--- src/rtl/irq_pkg.sv ---
// Shared definitions for the interrupt sequencer: opcode encodings, FSM states,
// default vector layout and the instruction-boundary eligibility check.
package irq_pkg;

  localparam logic [6:0]  OP_BRANCH7 = 7'b1100011;
  localparam logic [6:0]  OP_JAL     = 7'b1101111;
  localparam logic [6:0]  OP_JALR    = 7'b1100111;
  localparam logic [11:0] OP_RETIRQ  = 12'b001110011000;

  localparam logic [31:0] DEFAULT_VECTOR_BASE   = 32'h0000_0100;
  localparam int          DEFAULT_VECTOR_STRIDE = 4;

  typedef enum logic [1:0] {
    IDLE    = 2'd0,
    ARMED   = 2'd1,
    SERVICE = 2'd2
  } irq_state_e;

  // Control transfers and RETIRQ are excluded so the return address is always pc+4.
  function automatic logic is_eligible(input logic [11:0] op);
    logic elig;
    case (op[6:0])
      OP_BRANCH7, OP_JAL, OP_JALR: elig = 1'b0;
      default:                     elig = (op != OP_RETIRQ);
    endcase
    return elig;
  endfunction

endpackage

--- src/rtl/irq_sync_edge.sv ---
// Per-bit two-flop synchroniser followed by a rising-edge detector.
module irq_sync_edge #(
  parameter int WIDTH = 8
) (
  input  logic             clk,
  input  logic             rst,
  input  logic [WIDTH-1:0] async_in,
  output logic [WIDTH-1:0] rise
);

  logic [WIDTH-1:0] sync1;
  logic [WIDTH-1:0] sync2;
  logic [WIDTH-1:0] delayed;

  // Synchroniser chain plus the history flop used for edge detection.
  always_ff @(posedge clk or negedge rst) begin
    if (!rst) begin
      sync1   <= {WIDTH{1'b0}};
      sync2   <= {WIDTH{1'b0}};
      delayed <= {WIDTH{1'b0}};
    end else begin
      sync1   <= async_in;
      sync2   <= sync1;
      delayed <= sync2;
    end
  end

  assign rise = sync2 & ~delayed;

endmodule

--- src/rtl/irq_sequencer.sv ---
// Latches edge-triggered interrupt requests, picks the lowest-index enabled one and
// redirects the PC at an eligible retire, holding the return PC until RETIRQ.
module irq_sequencer
  import irq_pkg::*;
#(
  parameter int          N_IRQ         = 8,
  parameter logic [31:0] VECTOR_BASE   = DEFAULT_VECTOR_BASE,
  parameter int          VECTOR_STRIDE = DEFAULT_VECTOR_STRIDE
) (
  input  logic             clk,
  input  logic             rst,
  input  logic [N_IRQ-1:0] irq_in,
  input  logic             mask_we,
  input  logic [N_IRQ-1:0] mask_wdata,
  input  logic [31:0]      pc,
  input  logic [11:0]      opcode,
  input  logic             enable_pc,
  output logic             irr,
  output logic [31:0]      irr_dest,
  output logic [31:0]      irr_ret,
  output logic             in_service,
  output logic [3:0]       active_id,
  output logic [N_IRQ-1:0] pending
);

  localparam logic [N_IRQ-1:0] ONE_HOT0 = N_IRQ'(1);

  irq_state_e       state;
  irq_state_e       next_state;
  logic [3:0]       next_id;
  logic [3:0]       winner;
  logic [N_IRQ-1:0] rise;
  logic [N_IRQ-1:0] mask;
  logic [N_IRQ-1:0] cand;
  logic [N_IRQ-1:0] clr;
  logic             take;
  logic             irr_c;

  irq_sync_edge #(.WIDTH(N_IRQ)) u_sync (
    .clk      (clk),
    .rst      (rst),
    .async_in (irq_in),
    .rise     (rise)
  );

  assign cand = pending & mask;

  // Fixed priority: scanning downward leaves the lowest set index as the winner.
  always_comb begin
    winner = 4'd0;
    for (int i = N_IRQ - 1; i >= 0; i--) begin
      winner = cand[i] ? 4'(i) : winner;
    end
  end

  // Next-state logic; in ARMED the selection tracks the winner until entry.
  always_comb begin
    next_state = state;
    next_id    = active_id;
    take       = 1'b0;
    irr_c      = 1'b0;
    case (state)
      IDLE: begin
        if (cand != {N_IRQ{1'b0}}) begin
          next_state = ARMED;
          next_id    = winner;
        end else begin
          next_state = IDLE;
        end
      end
      ARMED: begin
        irr_c = is_eligible(opcode);
        if (enable_pc && irr_c) begin
          take       = 1'b1;
          next_state = SERVICE;
        end else if (cand == {N_IRQ{1'b0}}) begin
          next_state = IDLE;
        end else begin
          next_id = winner;
        end
      end
      SERVICE: begin
        if (enable_pc && (opcode == OP_RETIRQ)) begin
          next_state = IDLE;
        end else begin
          next_state = SERVICE;
        end
      end
      default: next_state = IDLE;
    endcase
  end

  assign clr = take ? (ONE_HOT0 << active_id) : {N_IRQ{1'b0}};

  // State, selection, mask, return PC and pending latch; a new edge beats a clear.
  always_ff @(posedge clk or negedge rst) begin
    if (!rst) begin
      state     <= IDLE;
      active_id <= 4'd0;
      mask      <= {N_IRQ{1'b0}};
      pending   <= {N_IRQ{1'b0}};
      irr_ret   <= 32'd0;
    end else begin
      state     <= next_state;
      active_id <= next_id;
      mask      <= mask_we ? mask_wdata : mask;
      pending   <= (pending & ~clr) | rise;
      irr_ret   <= take ? (pc + 32'd4) : irr_ret;
    end
  end

  assign irr        = irr_c;
  assign irr_dest   = VECTOR_BASE + (32'(active_id) * 32'(VECTOR_STRIDE));
  assign in_service = (state == SERVICE);

endmodule

--- config.mk ---
export PLATFORM = sky130hd
export DESIGN_NAME = irq_sequencer
export DESIGN_NICKNAME = d
export VERILOG_FILES = /design/src/rtl/irq_pkg.sv /design/src/rtl/irq_sync_edge.sv /design/src/rtl/irq_sequencer.sv
export SDC_FILE = /design/constraint.sdc
export NUM_CORES = 1
export LEC_CHECK = 0
export ABC_AREA = 1
export CAP_MARGIN = 10
export CORE_MARGIN = 2
export CORE_UTILIZATION = 40
export DETAILED_ROUTE_END_ITERATION = 6
export GPL_TIMING_DRIVEN = 0
export MAX_ROUTING_LAYER = met4
export PLACE_DENSITY = 0.76
export SLEW_MARGIN = 20
export SYNTH_ARGS = -nofsm -noshare
export SYNTH_HDL_FRONTEND = slang
export SYNTH_SLANG_ARGS = --single-unit
export TNS_END_PERCENT = 20
--- constraint.sdc ---
create_clock -name clk -period 2.4 [get_ports clk]
set_input_delay 0.72 -clock clk [delete_from_list [all_inputs] [get_ports clk]]
set_output_delay 0.72 -clock clk [all_outputs]
set_load 0.005 [all_outputs]
Word level (Yosys, flattened, before mapping)
Cells that the tools add are included.
- add/sub/neg operators: 2
- eq/ne operators: 11
- shifts and indexed selects: 1
- multiplexer cells: 23
- bitwise operators: 6
- reduce and logical (&&, ||, !) cells: 8
- operator list (cell ; number):
    32-bit by 3-bit adder with 32-bit output, second input constant ; 1
    8-bit AND ; 3
    3-bit 2-to-1 mux ; 8
    7-bit == test, second input constant ; 3
    8-bit inverter ; 2
    12-bit by 10-bit == test with 1-bit output, second input constant ; 1
    4-bit 2-to-1 mux ; 3
    12-bit by 10-bit inequality test with 1-bit output, second input constant ; 1
    9-bit by 6-bit adder with 10-bit output, first input constant ; 1
    8-bit zero test ; 1
    8-bit 2-to-1 mux ; 1
    8-bit bitwise OR ; 1
    4-bit one-hot mux with 2 select lines ; 1
    8-bit nonzero test ; 1
    1-bit by 4-bit left shift with 8-bit output, first input constant ; 1
    1-bit 2-to-1 mux ; 6
    2-bit 2-to-1 mux ; 3
    2-bit inequality test, second input constant ; 3
    2-bit one-hot mux with 3 select lines ; 1
    4-bit AND reduction ; 1
    3-bit inequality test, second input constant ; 1
    3-bit OR reduction ; 1
    2-bit by 1-bit == test with 1-bit output, second input constant ; 1
    2-bit == test, second input constant ; 1
    3 further kinds ; 4
- bits in registers: 78
- input port bits: 64

Longest topological paths before layout
- depth in word-level cells: 12
- mapped depth: 10
- gate-level depth less buffers: 10

Modules after synthesis
From an unflattened synthesis, not the netlist that was laid out.
- cells, all modules: 490
- area, all modules: 4086.4 µm²
- modules (own cells, without submodules) (module ; times used ; cells each ; area an instance (µm²) ; seq. area each (µm²)):
    irq_sequencer ; 1 ; 450 ; 3405.8 ; 1326.3
    irq_sync_edge ; 1 ; 40 ; 680.7 ; 600.6

Worst setup path after synthesis
Ideal clock, no wire load.
- path kind: in2out
- start: input port opcode[2]
- end: output port irr
- arrival: 1.136 ns
- setup slack: 0.544 ns
- stages: 6
- path buffers: 0
- cell sequence: inv_1 nand2_1 nor2_1 nand3_2 nand2_1 nor2_1
- word-level cells in the longest chain between the ends: 5
- elaborated cells on any way between the ends: 8
- classes of those cells: eq/ne: 4; mux: 3; reduce/logical: 1
- ends and longest elaborated chain (what ; RTL line ; text):
    from (decl) ; irq_sequencer.sv:16 ; input logic [11:0] opcode,
    7-bit == test ; irq_pkg.sv:22 ; case (op[6:0])
    3-bit OR reduction ; irq_pkg.sv:22 ;
    1-bit 2-to-1 mux (*) ; irq_pkg.sv:22 ;
    1-bit 2-to-1 mux (*) (2 in series) ; irq_sequencer.sv:62 ; case (state)
    to (decl) ; irq_sequencer.sv:18 ; output logic irr,
Mark *: on every way between the ends. The rest lies on a longest branch, timed or not. The select of a mux whose other input is x is not followed.

Worst setup path in the final report
- start: register active_id[1]
- end: output port irr_dest[3]
- word-level cells in the longest chain between the ends: 1
- ends and longest elaborated chain (what ; RTL line ; text):
    from (decl) ; irq_sequencer.sv:22 ; output logic [3:0] active_id,
    from (signal assigned) ; irq_sequencer.sv:105 ; active_id <= next_id;
    9-bit by 6-bit adder with 10-bit output ; irq_sequencer.sv:113 ; assign irr_dest = VECTOR_BASE + (32'(active_id) * 32'(VECTOR_STRIDE));
    to (decl) ; irq_sequencer.sv:19 ; output logic [31:0] irr_dest,
No other way between the ends.

==> run summary <==
Result of the run = complete, no violations
Post-synthesis cell type with the largest combined area = dfrtp_1
Yosys warning total = 0
Non-filler instance count after layout = 778
Final antenna diode count = 0
Met3 track demand over resource = 0.0410
Number of nets in the finished design = 705
Peak clock frequency supported by timing = 443 MHz
Synth unique cells = 28
Final Hold Viols = 0
Share of post-route cells with drive strength above 1 = 0.149
Final setup slack of the worst path = 0.144 ns
Clock buffer count from CTS = 9
Level count of the clock H-tree = 3
GR Layer Usage met2 = 0.307
CTS tree = built
FF-to-FF setup slack = 0.86 ns
Number of maximum-capacitance violations = 0
Number of cells on the worst reg-to-reg path = 8
Summed negative setup slack over all endpoints = 0 ns
Number of enable-type register cells in the synthesized netlist = 0
Clock-pin slew on the worst setup and hold paths = 0.08 ns
Length of the first detailed-routing pass in iterations = 4
Die Area = 10700 um2
Global-route wire length before repair = 15.8 mm
Clock insertion delay at the later pin of the skew report = 0.36 ns
Placement Rows = 36
Post-placement setup slack = -0.461 ns
Clk Tree Root Cell = clkbuf_8
Category of the worst setup path capture point = output pin
Buffers added on ports = 110
Sequential cell area fraction in the yosys report = 0.487
Clock Sinks = 77
Share of the clock period used by the worst path = 0.940
Hold buffer count at cts = 0
Final count of negative-setup-slack endpoints = 0
Post-route minimum period = 2.26 ns
Overflow after GRT = 0
Largest buffer count on any clock path = 2
Met1 track demand over resource = 0.270
Cell Area, Synth = 3960 um2
Maximum number of pins on one net before global-route repair = 54
Most used routing layer = met2
Inst Count DP = 757
Wire length per cell = 13.1 um
Layout overhead on the synthesized area = 42.0%
Vias in the first global route = 3325
PnR Total Power = 4.71 mW
Avg Vias per Cell = 4.47
Slew at the pin closest to its max-slew limit = 0.509 ns
Top flip-flop cell by instance count after synthesis = dfrtp_1
Combined global-route utilization of all metal layers = 0.203
Total power density per cell area = 838 nW/um2
Clock Skew = 0.00408 ns
Path class of the lowest-slack min-delay path = in2async
CP Class = reg2out
Highest net fanout along the worst path = 8
Routed WL = 10.2 mm
Initial DRC Count = 121
HPWL after detailed placement = 7.99 mm
Die Span Y = 103 um
Static Leakage = 2.73 nW
Biggest area contributors in the synthesized netlist = dfrtp_1, nand2_1, buf_4
Peak supply drop = 0.465 mV
Flop and latch count out of synthesis = 77
RSZ-0062 raised after global routing = no
Number of standard cells after synthesis = 485
Required arrival time at the worst endpoint = 1.68 ns
Initial cell density of the core = 0.408
Post-synth top area share = 0.487
Normalized max-slew margin = 0.661
Placeable core area = 9680 um2
Ys async rst share = 1.00
Gp weighted congestion = 0.959
Number of antenna violations at the first check in global routing = 0
Syn avg cell area = 8.15 um2
Crit path arrival time = 1.54 ns
Number of max-slew violations in the final report = 0
Die boundary width = 103 um
Vias after detailed routing = 3480
Filler cells = 905
Kind of start point of the critical path = register
IO Count = 142
Post-detailed-route DRC marker count = 0
Antenna Nets Post-Route = 0
[logic make-up (layout without fill, tap and decap cells)]
group / Yosys count / in the layout / synth area share
compound gates: 29 / 29 / 0.0367
xor+xnor: 17 / 17 / 0.0376
fa+ha+maj: 1 / 1 / 0.00316
buf+inv: 77 / 209 / 0.111
flops: 77 / 77 / 0.487
mux: 8 / 8 / 0.0228
other cells: 2 / 30 / 0.00190
simple gates: 274 / 274 / 0.300
[area by class of cell]
class / count / area, um2 / share of cell area
Clock buffer: 9 / 124 / 0.0220
Buffer: 41 / 304 / 0.0541
Tap cell: 133 / 166 / 0.0296
Inverter: 36 / 135 / 0.0241
Sequential cell: 77 / 1930 / 0.343
Timing Repair Buffer: 116 / 1160 / 0.207
Multi-Input combinational cell: 359 / 1700 / 0.302
Clock inverter: 7 / 103 / 0.0183
[sequential cells by signal (all words and copies together), names as in the netlist]
register / count
u_sync.sync1: 8
mask: 8
active_id: 3
pending: 8
u_sync.sync2: 8
state: 2
u_sync.delayed: 8
irr_ret: 32
[placed cells by master, fill, tap and decap left out, types with 4 or more instances in the layout]
cell type        count
buf_2                4
buf_4               41
clkbuf_8             9
clkdlybuf4s50_1     96
conb_1              30
dfrtp_1             77
dlygate4sd2_1        7
dlymetal6s2s_1       5
inv_1               30
inv_2                6
inv_6                4
mux2_2               8
nand2_1            181
nand3_1             21
nand3b_1             6
nor2_1              43
nor2_2               6
nor2_4               4
o21ai_0             13
o21ai_1             15
xnor2_1             13
xor2_1               4
[layer usage]
layer / vias to the layer above / wire length, um
li1: 1757 / -
met1: 1606 / 4590
met2: 104 / 4880
met3: 13 / 635
met4: 0 / 121
met5: - / 0
[worst max-delay path, cell delays in order, from the launching register on]
cell and delay [ns]:
dfrtp_1 0.51, buf_4 0.17, clkdlybuf4s50_1 0.50
[power breakdown]
part,switching [mW],leakage [nW],internal (mW),total [mW]
combinational,0.743,1.71,0.955,1.70
clock,0.530,0.111,0.600,1.13
sequential,0.236,0.908,1.64,1.88
[final timing paths]
check	end	startpoint
worst max-delay path	irr_dest[3]	active_id[1]$_DFFE_PN0P_
worst min-delay path	u_sync.sync1[4]$_DFF_PN0_	rst
worst max register to register	irr_ret[3]$_DFFE_PN0P_	state[1]$_DFFE_PN0P_
worst min register to register	u_sync.sync2[7]$_DFF_PN0_	u_sync.sync1[7]$_DFF_PN0_
max in group asynchronous	irr_ret[1]$_DFFE_PN0P_	rst
min in group clk	u_sync.sync2[7]$_DFF_PN0_	u_sync.sync1[7]$_DFF_PN0_
[metrics by stage]
stage	hold slack (ns)	util	cell area [um2]
detailed placement	0.335	0.553	5350
finish	0.252	0.580	5620
CTS	0.241	0.579	5610
global placement	0.333	0.550	5330
floorplan	0.331	-	4060
global route	0.251	0.580	5620
[cells in the mapped netlist, drive strengths merged (2+ instances only)]
cell type	number
nor2	54
buf	40
conb	2
mux2	8
dfrtp	77
nand3	23
nand3b	6
and2	2
inv	36
xor2	4
nand4	4
xnor2	13
o21ai	28
nand2	185
[repair_timing]
action / CTS / global route
setup buffers: 5 / 0
gates resized for setup: 12 / 6
setup endpoints to repair: 1 / 13
pin swaps: 9 / 7
cloned: 0 / 0
Note: power is estimated with default switching activity, not from simulation.
